`src/rtl/demux14_pkg.sv`:
```
// Shared types for the demux14_seq lane demultiplexer: FSM states, lane index, lane count.
package demux14_pkg;

  localparam int LANES = 4;

  typedef enum logic [1:0] {
    IDLE  = 2'd0,
    FILL  = 2'd1,
    FLUSH = 2'd2
  } state_t;

  typedef logic [1:0] lane_idx_t;

endpackage

```
`src/rtl/demux14_lane_decode.sv`:
```
// Combinational lane select: round-robin pointer or manual {s1,s0} to a one-hot lane enable.
module demux14_lane_decode
  import demux14_pkg::*;
(
  input  logic             use_ptr,
  input  lane_idx_t        ptr,
  input  logic             s1,
  input  logic             s0,
  output logic [LANES-1:0] onehot
);

  always_comb begin
    onehot = '0;
    if (use_ptr) onehot[ptr] = 1'b1;
    else         onehot[{s1, s0}] = 1'b1;
  end

endmodule

```
`src/rtl/demux14_seq.sv`:
```
// Frame-based 1:4 demultiplexer: routes beats into lanes A..D until all four are written, then flushes.
// Optional frame parity output enabled by defining DEMUX14_SEQ_PARITY_EN.
module demux14_seq
  import demux14_pkg::*;
#(
  parameter int WIDTH = 1
) (
  input  logic             clk,
  input  logic             rst,
  input  logic [WIDTH-1:0] din,
  input  logic             din_valid,
  output logic             din_ready,
  input  logic             s0,
  input  logic             s1,
  input  logic             auto_mode,
  output logic [WIDTH-1:0] A,
  output logic [WIDTH-1:0] B,
  output logic [WIDTH-1:0] C,
  output logic [WIDTH-1:0] D,
  output logic [3:0]       lane_valid,
  output logic             frame_done,
  output logic [7:0]       frame_count,
`ifdef DEMUX14_SEQ_PARITY_EN
  output logic             frame_parity,
`endif
  output state_t           dbg_state
);

  // Handshake: a beat transfers on a rising edge where din_valid and din_ready are both high;
  // while din_ready is low the sender must hold the beat, and nothing is captured.

  state_t           state_q, state_d;
  logic             mode_q, mode_d;
  logic [3:0]       mask_q, mask_d;
  lane_idx_t        ptr_q, ptr_d;
  logic [WIDTH-1:0] a_q, a_d, b_q, b_d, c_q, c_d, d_q, d_d;
  logic [3:0]       lane_valid_q, lane_valid_d;
  logic             frame_done_q, frame_done_d;
  logic [7:0]       frame_count_q, frame_count_d;
  logic [3:0]       mask_next;
  logic [LANES-1:0] lane_we;
  logic             accept;
  logic             use_ptr;
`ifdef DEMUX14_SEQ_PARITY_EN
  logic             parity_q, parity_d;
`endif

  assign din_ready = (state_q != FLUSH);
  assign accept    = din_valid & din_ready;
  // The IDLE accept uses the live auto_mode because that is the beat which latches it.
  assign use_ptr   = (state_q == IDLE) ? auto_mode : mode_q;

  demux14_lane_decode u_decode (
    .use_ptr (use_ptr),
    .ptr     (ptr_q),
    .s1      (s1),
    .s0      (s0),
    .onehot  (lane_we)
  );

  always_comb begin
    state_d       = state_q;
    mode_d        = mode_q;
    mask_d        = mask_q;
    ptr_d         = ptr_q;
    a_d           = a_q;
    b_d           = b_q;
    c_d           = c_q;
    d_d           = d_q;
    lane_valid_d  = '0;
    frame_done_d  = 1'b0;
    frame_count_d = frame_count_q;
    mask_next     = mask_q | lane_we;
`ifdef DEMUX14_SEQ_PARITY_EN
    parity_d      = parity_q;
`endif
    case (state_q)
      IDLE, FILL: begin
        if (accept) begin
          if (state_q == IDLE) mode_d = auto_mode;
          lane_valid_d = lane_we;
          if (lane_we[0]) a_d = din;
          if (lane_we[1]) b_d = din;
          if (lane_we[2]) c_d = din;
          if (lane_we[3]) d_d = din;
          if (use_ptr) ptr_d = ptr_q + 2'd1;
          if (mask_next == 4'b1111) begin
            state_d       = FLUSH;
            frame_done_d  = 1'b1;
            frame_count_d = frame_count_q + 8'd1;
            mask_d        = '0;
            ptr_d         = '0;
`ifdef DEMUX14_SEQ_PARITY_EN
            parity_d      = ^{a_d, b_d, c_d, d_d};
`endif
          end else begin
            state_d = FILL;
            mask_d  = mask_next;
          end
        end
      end
      FLUSH:   state_d = IDLE;
      default: state_d = IDLE;
    endcase
  end

  always_ff @(posedge clk) begin
    if (rst) begin
      state_q       <= IDLE;
      mode_q        <= 1'b0;
      mask_q        <= '0;
      ptr_q         <= '0;
      a_q           <= '0;
      b_q           <= '0;
      c_q           <= '0;
      d_q           <= '0;
      lane_valid_q  <= '0;
      frame_done_q  <= 1'b0;
      frame_count_q <= '0;
`ifdef DEMUX14_SEQ_PARITY_EN
      parity_q      <= 1'b0;
`endif
    end else begin
      state_q       <= state_d;
      mode_q        <= mode_d;
      mask_q        <= mask_d;
      ptr_q         <= ptr_d;
      a_q           <= a_d;
      b_q           <= b_d;
      c_q           <= c_d;
      d_q           <= d_d;
      lane_valid_q  <= lane_valid_d;
      frame_done_q  <= frame_done_d;
      frame_count_q <= frame_count_d;
`ifdef DEMUX14_SEQ_PARITY_EN
      parity_q      <= parity_d;
`endif
    end
  end

  assign A           = a_q;
  assign B           = b_q;
  assign C           = c_q;
  assign D           = d_q;
  assign lane_valid  = lane_valid_q;
  assign frame_done  = frame_done_q;
  assign frame_count = frame_count_q;
  assign dbg_state   = state_q;
`ifdef DEMUX14_SEQ_PARITY_EN
  assign frame_parity = parity_q;
`endif

endmodule

```
`config.mk`:
```
export PLATFORM = sky130hd
export DESIGN_NAME = demux14_seq
export DESIGN_NICKNAME = d
export VERILOG_FILES = /design/src/rtl/demux14_pkg.sv /design/src/rtl/demux14_lane_decode.sv /design/src/rtl/demux14_seq.sv
export SDC_FILE = /design/constraint.sdc
export NUM_CORES = 1
export LEC_CHECK = 0
export CORE_ASPECT_RATIO = 0.7
export CORE_UTILIZATION = 44
export CTS_BUF_LIST = sky130_fd_sc_hd__clkbuf_16
export CTS_CLUSTER_SIZE = 30
export DETAILED_ROUTE_END_ITERATION = 16
export PLACE_DENSITY = 0.83
export SYNTH_ARGS = -nofsm -noshare
export SYNTH_HDL_FRONTEND = slang
export SYNTH_SLANG_ARGS = --single-unit
```
`constraint.sdc`:
```
create_clock -name clk -period 2.4 [get_ports clk]
set_input_delay 0.48 -clock clk [delete_from_list [all_inputs] [get_ports clk]]
set_output_delay 0.48 -clock clk [all_outputs]
set_load 0.05 [all_outputs]
```
==> reports/results.ini <==
[run_status]
status=finished, final reports clean

[synth]
netlist-cell-type-count=31
synth-main-ff-cell=dfxtp_1
yosysTopAreaCell=dfxtp_1
synth_top_family_by_area=simple AND/OR/NAND/NOR gates
yosys.area.top_type_share_pct=42.2
asyncSetResetFlopFracSynth_pct=0
synth_compound_area_share_pct=11.8
seq_area_frac_synth_pct=42.2
synth_edf_count=0
yosys.area_share.xor_xnor_pct=0
yosysWarningCount=0
syn_area_per_cell_um2=9.00
ys_ff_latch=26
synth_area_mm2=0.00123
post_synth_and_or_nand_nor_area_fraction_pct=27.5
synth_area_leaders=dfxtp_1 42%, mux2i_1 8.1%, nor2_1 6.1%
muxShareOfSynthArea_pct=9.95
synthAdderAreaFrac_pct=5.08
synth_nets=149
postSynthCellCount=137

[setup_path]
cp_num_buf_inv=2
timing.critical_path.slowest_cell_delay_ns=0.49
worstPathRequired_ns=2.54
setup.worst_path.end_class=flip-flop
crit_fanout=5
critical_path.top_delay_family=compound AO/OA/AOI/OAI gates
worstSetupStartpointType=input port
timing.reg2reg.setup_slack_ns=0.26
critical_path.startpoint=auto_mode
type_of_the_worst_setup_path=in -> reg
critical_path_cell_by_cell=dlygate4sd2_1 -> nor3b_4 -> buf_4 -> o21ai_0 -> o41ai_1 -> a2111o_1 -> nor3_1 -> mux2_1
reg2reg_start=dbg_state[0]$_SDFFE_PP0P_
r2r_cells=6
cpMaxStageDelayCell=a2111o_1
r2r_end=frame_count[3]$_SDFFE_PP0P_
crit_arrival_ns=2.38

[routing]
vias=1164
drt-total-wl_um=2850
drt-initial-drc-count=38
routed_wire_length_per_instance_um=13.8
vias_per_cell=5.62
remaining_drc_errors=0
ant_nets=0
dr_pass1_iterations=4

[die]
io_pins=27
std_cell_rows=15
die_height_um=46.3
fp.coreArea_mm2=0.00255
start_util_pct=48.3
die_width_um=65.3
die_area_mm2=0.00302

[power_and_ir_drop]
post-layout-total-power_w=0.000989
share_comb_of_total_power_pct=16.7
cellPowerDensity_mw_per_mm2=581
standby_leakage_power_nw=0.630
ir_drop_mv=0.480
internal-power_w=0.000741
power.share.clock_pct=36.6
seq_power_share_pct=46.7
sw_power_w=0.000248
p_sw_share_pct=25.1

[timing]
final_number_of_hold_violating_endpoints=0
fin_ws_ns=0.166
timing.setup.tns_ns=0
timing.final.crit_period_ns=2.23
finalCritPeriodShare_pct=93.1
max_slew_margin_pct=65.3
timing_worst_slew_pin_value_ns=0.519
slew_viols_final=0
grt_setup_unrepaired=false
setup_viol_count_final=0
timing.clock.skew_ns=0.00211
clock.fmax_mhz=448

[clock_tree]
clkLatencyLatePin_ns=0.26
clk_pin_slew_worst_paths_ns=0.06
cts_num_sinks=26
tritoncts=built
cts.path.max_buffers=2
cts_inserted_buffers=3
ctsHtreeMaxLevel=1
clk_root_buffer_cell=clkbuf_16

[worst_hold_path]
holdPathStages=2
min_from=frame_count[7]$_SDFFE_PP0P_
hold_path_end=frame_count[7]$_SDFFE_PP0P_
min_path_type=reg -> reg

[layout]
diodes=0
layout_common_cells=25 x clkdlybuf4s50_1, 24 x dfxtp_1, 20 x nor2_1
final_layout_size_suffix_gt1_share_pct=12.7
mostFrequentLayoutCell=clkdlybuf4s50_1
finish.cell_count_without_fillers=207
flow.area_growth_from_synthesis_pct=38.1
finalNetCount=186

[global_route]
grt_max_degree=15
combined_global_route_utilization_of_all_metal_layers_pct=20.9
grt_pass1_vias=1015
grt_antenna_before_repair=0
grt_pass1_wl_um=4630
grt_overflow_total=0

[placement]
buffer_ports.inserted=26
dp.cells=201
dpl.hpwl_um=2160
dp_slack_ns=-0.447
globalplace.congestion=0.796

[run]
max_cap_viol_count=0

-- power by group through the flow --
stage	Combinational, W	Sequential, W	Clock [W]
after floorplan	0.0000775	0.000493	0
after global placement	0.000154	0.000470	0
after detailed placement	0.000156	0.000471	0
after CTS	0.000164	0.000462	0.000372
after global routing	0.000178	0.000464	0.000389
final	0.000165	0.000462	0.000362
-- repair_timing --
action                     CTS  global route
hold buffers                 0             0
buffers inserted             1             0
gates resized for setup      3             0
setup endpoints to repair    7             0
-- cell usage after synthesis (2+ instances only) --
cell type / n
nand2_1: 3
clkbuf_1: 4
inv_1: 4
o41ai_1: 3
ha_1: 5
o21ai_0: 3
dfxtp_1: 26
nor2_1: 20
mux2_1: 2
a31oi_1: 2
or4_1: 4
nor3_1: 12
nand3_1: 7
buf_1: 2
nor2b_1: 4
a21oi_1: 6
nand2b_1: 4
o31ai_1: 4
mux2i_1: 10
-- cell type report --
type                    count  area (um2)
clock buffers               3        75.1
clock inverters             1        3.75
fillers                   202         851
inverters                   4        15.0
multi-input cells         101         693
flip-flops and latches     26         523
well taps                  34        42.5
repair buffers             38         349
-- per-layer routing --
layer	part of all wire, %	global-route usage, %	vias to the layer above
met5	0	0	-
met4	2.3	8.26	0
met3	7.8	5.45	8
met2	44	34.4	58
met1	46	26.6	528
li1	-	-	570
-- state kept, by name, summed over array words and instances, names as in the netlist --
register and flops:
frame_done 1, dbg_state 2, mode_q 1, frame_count 8, mask_q 4, D 1
lane_valid 4, A 1, B 1, C 1, ptr_q 2
-- worst reg2reg max path, stage by stage (launching register included) --
cell,delay (ns)
dfxtp_2,0.35
nor3b_4,0.36
nor2_8,0.08
mux2i_4,0.20
a2111o_1,0.45
nor3_1,0.24
mux2_1,0.34
-- how the worst max path moves through the flow --
stage / to / slack, ns / cells after the start
3_5_place_dp: frame_count[5]$_SDFFE_PP0P_ / -0.45 / 7
4_1_cts: frame_count[3]$_SDFFE_PP0P_ / 0.16 / 8
5_1_grt: frame_count[3]$_SDFFE_PP0P_ / 0.08 / 8
3_3_place_gp: frame_count[5]$_SDFFE_PP0P_ / -0.36 / 7
2_1_floorplan: frame_count[7]$_SDFFE_PP0P_ / 0.08 / 7
6_report: frame_count[3]$_SDFFE_PP0P_ / 0.17 / 8
-- logic make-up after synthesis --
logic type	count (synthesis)
fa+ha+maj	5
mux	12
compound gates	21
simple gates	62
flops	26
buf+inv	11
-- per-stage QoR --
step | area (um2) | utilization [%] | hold slack [ns]
6_report | 1700 | 66.7 | 0.498
2_1_floorplan | 1230 | - | 0.468
3_3_place_gp | 1590 | 62.4 | 0.469
4_1_cts | 1700 | 66.7 | 0.499
5_1_grt | 1700 | 66.7 | 0.529
3_5_place_dp | 1590 | 62.4 | 0.484
Note: power is estimated with default switching activity, not from simulation.
==> edit: new RTL, same flow settings <==
Register the output `frame_count` once more, cleared by the reset; this adds one clock of latency there. The other outputs are not delayed to match.
--- a/src/rtl/demux14_seq.sv
+++ b/src/rtl/demux14_seq.sv
@@ -146,3 +146,9 @@
   assign frame_done  = frame_done_q;
-  assign frame_count = frame_count_q;
+  always_ff @(posedge clk) begin
+    if (rst) begin
+      frame_count <= '0;
+    end else begin
+      frame_count <= frame_count_q;
+    end
+  end
   assign dbg_state   = state_q;
Behaviour: not the same (Yosys sat finds a counterexample within 10 cycles, from zero or initial values and one cycle with rst high).
==> edit against the unedited design <==
  * Setup slack got worse by 0.12 ns
  * Final area grew 18%
  * Fmax shrank 5.0%
  * Global-route usage increased by 0.35 points
  * Sequential cell count up 8
  * Utilization is 2.0 points higher
  * Wire length grew 17%
  * Total power rose by 46%
  * Area after synthesis grew 15%
  * Largest power group is now the clock network
  * Highest routed layer unchanged
==> edit: results <==
metrics = {
    "cells_and_area": {
        "layout.filler_cells": 209,
        "n_antenna_cell": 0,
        "biggestRegsByFlops": "frame_count x8, frame_count_q x8",
        "finalNetCount": 209,
        "final_layout_size_suffix_gt1_frac": 0.187,
    },
    "power": {
        "power_density_mw_per_mm2": 718,
        "power.leakage_nw": 0.825,
        "worst_vdd_drop_uv": 386,
    },
    "grt": {
        "grt_antenna_before_repair": 0,
        "largest_net_degree_at_the_start_of_global_routing": 19,
        "global_route.overflow_total": 0,
        "grt_use_total": 0.213,
        "grt_use_met3": 0.0736,
        "first_global_vias": 1152,
        "first_pass_grt_wire_length_um": 5470,
        "met2_usage": 0.340,
        "gr-usage-met1": 0.245,
    },
    "clocking": {
        "worstSkewPairLatency_ns": 0.29,
        "total_clock_buffers_created_by_cts": 5,
        "cts-htree-levels": 2,
        "clock_root_buffer": "sky130_fd_sc_hd__clkbuf_16",
        "ctsLongestPathBuffers": 2,
    },
    "place": {
        "place.port_buffers": 26,
        "gp_congestion": 0.862,
        "place_area_mm2": 0.00179,
        "dp_hpwl_um": 2240,
        "place_ws_ns": -0.526,
    },
    "synth": {
        "syn-num-nets": 165,
        "synthesis.yosys.warnings": 0,
        "synth_mux_area_frac": 0.111,
        "ys_async_sr_fraction": 0,
        "share_of_the_synthesized_area_in_compound_gates_ao_oa_aoi_oai": 0.0590,
        "synthTopCellsByCount": "sky130_fd_sc_hd__dfxtp_1 (34), sky130_fd_sc_hd__nor2_1 (25), sky130_fd_sc_hd__nor3_1 (15), sky130_fd_sc_hd__nor2b_1 (10)",
        "synth.area.top_cells": "sky130_fd_sc_hd__dfxtp_1 (48%), sky130_fd_sc_hd__nor2_1 (6.6%), sky130_fd_sc_hd__mux2i_1 (6.3%)",
        "synthAdderAreaFrac": 0.0440,
        "yosysUniqueCellTypes": 28,
        "post_synthesis_sequential_area_ratio": 0.479,
        "yosys.area_share.xor_xnor": 0,
    },
    "route": {
        "post-route-drc-count": 0,
        "post_drt_wl_per_cell_um": 14.3,
        "drt_pre_antenna_iters": 4,
        "drt-vias-per-instance": 5.33,
        "detail_route.iter0.violations": 76,
    },
    "setup_path": {
        "worstPathMaxFanout": 7,
        "cpMaxStageDelayCell": "sky130_fd_sc_hd__a2111o_1",
        "critical_path.max_stage_delay_ns": 0.49,
        "critPathArrivalTime_ns": 2.58,
    },
    "timing": {
        "clock-skew-final_ns": 0.00619,
        "slew_headroom": 0.637,
    },
    "min_path": {
        "timing.hold.worst.class": "reg -> reg",
    },
    "run_status": {
        "outcome": "completed",
    },
}
-- edit: cell count changes in the layout (fill, tap and decap cells not counted), moves of 4 or more --
cell / change
sky130_fd_sc_hd__buf_4: +6
sky130_fd_sc_hd__nor2_1: +5
sky130_fd_sc_hd__nand2_1: +6
sky130_fd_sc_hd__dfxtp_1: +8
sky130_fd_sc_hd__o31ai_1: -4
sky130_fd_sc_hd__a21oi_1: -4
sky130_fd_sc_hd__nor2b_1: +6
sky130_fd_sc_hd__nand3_1: -4
-- edit: worst paths after layout --
path | end | slack [ns] | cells past startpoint | startpoint
worst max register to register | frame_count_q[5]$_SDFFE_PP0P_ | 0.05 | 7 | dbg_state[1]$_SDFFE_PP0P_
worst min-delay path | frame_count[7]$_SDFF_PP0_ | 0.48 | 1 | frame_count_q[7]$_SDFFE_PP0P_
worst max-delay path | frame_count_q[5]$_SDFFE_PP0P_ | 0.05 | 7 | dbg_state[1]$_SDFFE_PP0P_
worst min register to register | frame_count[7]$_SDFF_PP0_ | 0.48 | 1 | frame_count_q[7]$_SDFFE_PP0P_
-- edit: where the power goes --
part / internal [mW] / switching, mW
logic: 0.0754 / 0.0913
registers: 0.579 / 0.0135
clock network: 0.440 / 0.241
total: 1.09 / 0.346
-- edit: final cells by class --
class | count | area [µm²] | area share
clock buffers | 6 | 150 | 0.0749
multi-input cells | 107 | 704 | 0.351
well taps | 36 | 45.0 | 0.0225
inverters | 5 | 18.8 | 0.00936
clock inverters | 2 | 7.51 | 0.00374
flip-flops and latches | 34 | 688 | 0.343
repair buffers | 44 | 392 | 0.195
-- edit: repair_timing --
item                       4_1_cts  5_1_grt
gates resized for setup          5        0
pin swaps                        3        4
setup endpoints to repair        7        4
setup buffers                    4        3
-- edit: per-stage QoR --
step / util / instances / hold slack (ns) / power [mW]
floorplan: - / 153 / 0.461 / 0.702
global placement: 0.613 / 219 / 0.469 / 0.754
detailed placement: 0.613 / 219 / 0.472 / 0.760
CTS: 0.679 / 231 / 0.479 / 1.44
global route: 0.686 / 234 / 0.494 / 1.49
finish: 0.686 / 234 / 0.478 / 1.44
-- edit: routing by layer --
layer,share of wire,vias up,wire [µm]
li1,-,607,-
met1,0.44,585,1480
met2,0.47,44,1560
met3,0.055,11,185
met4,0.034,0,112
met5,0,-,0
-- edit: worst max-delay path: cells and delay by family, from the launching register on --
| family | cells | cell delay, ns |
|---|---|---|
| flip-flops | 1 | 0.37 |
| AO/OA/AOI/OAI | 2 | 0.73 |
| multiplexers | 1 | 0.31 |
| AND/OR/NAND/NOR | 3 | 0.70 |
| buffers and inverters | 1 | 0.19 |
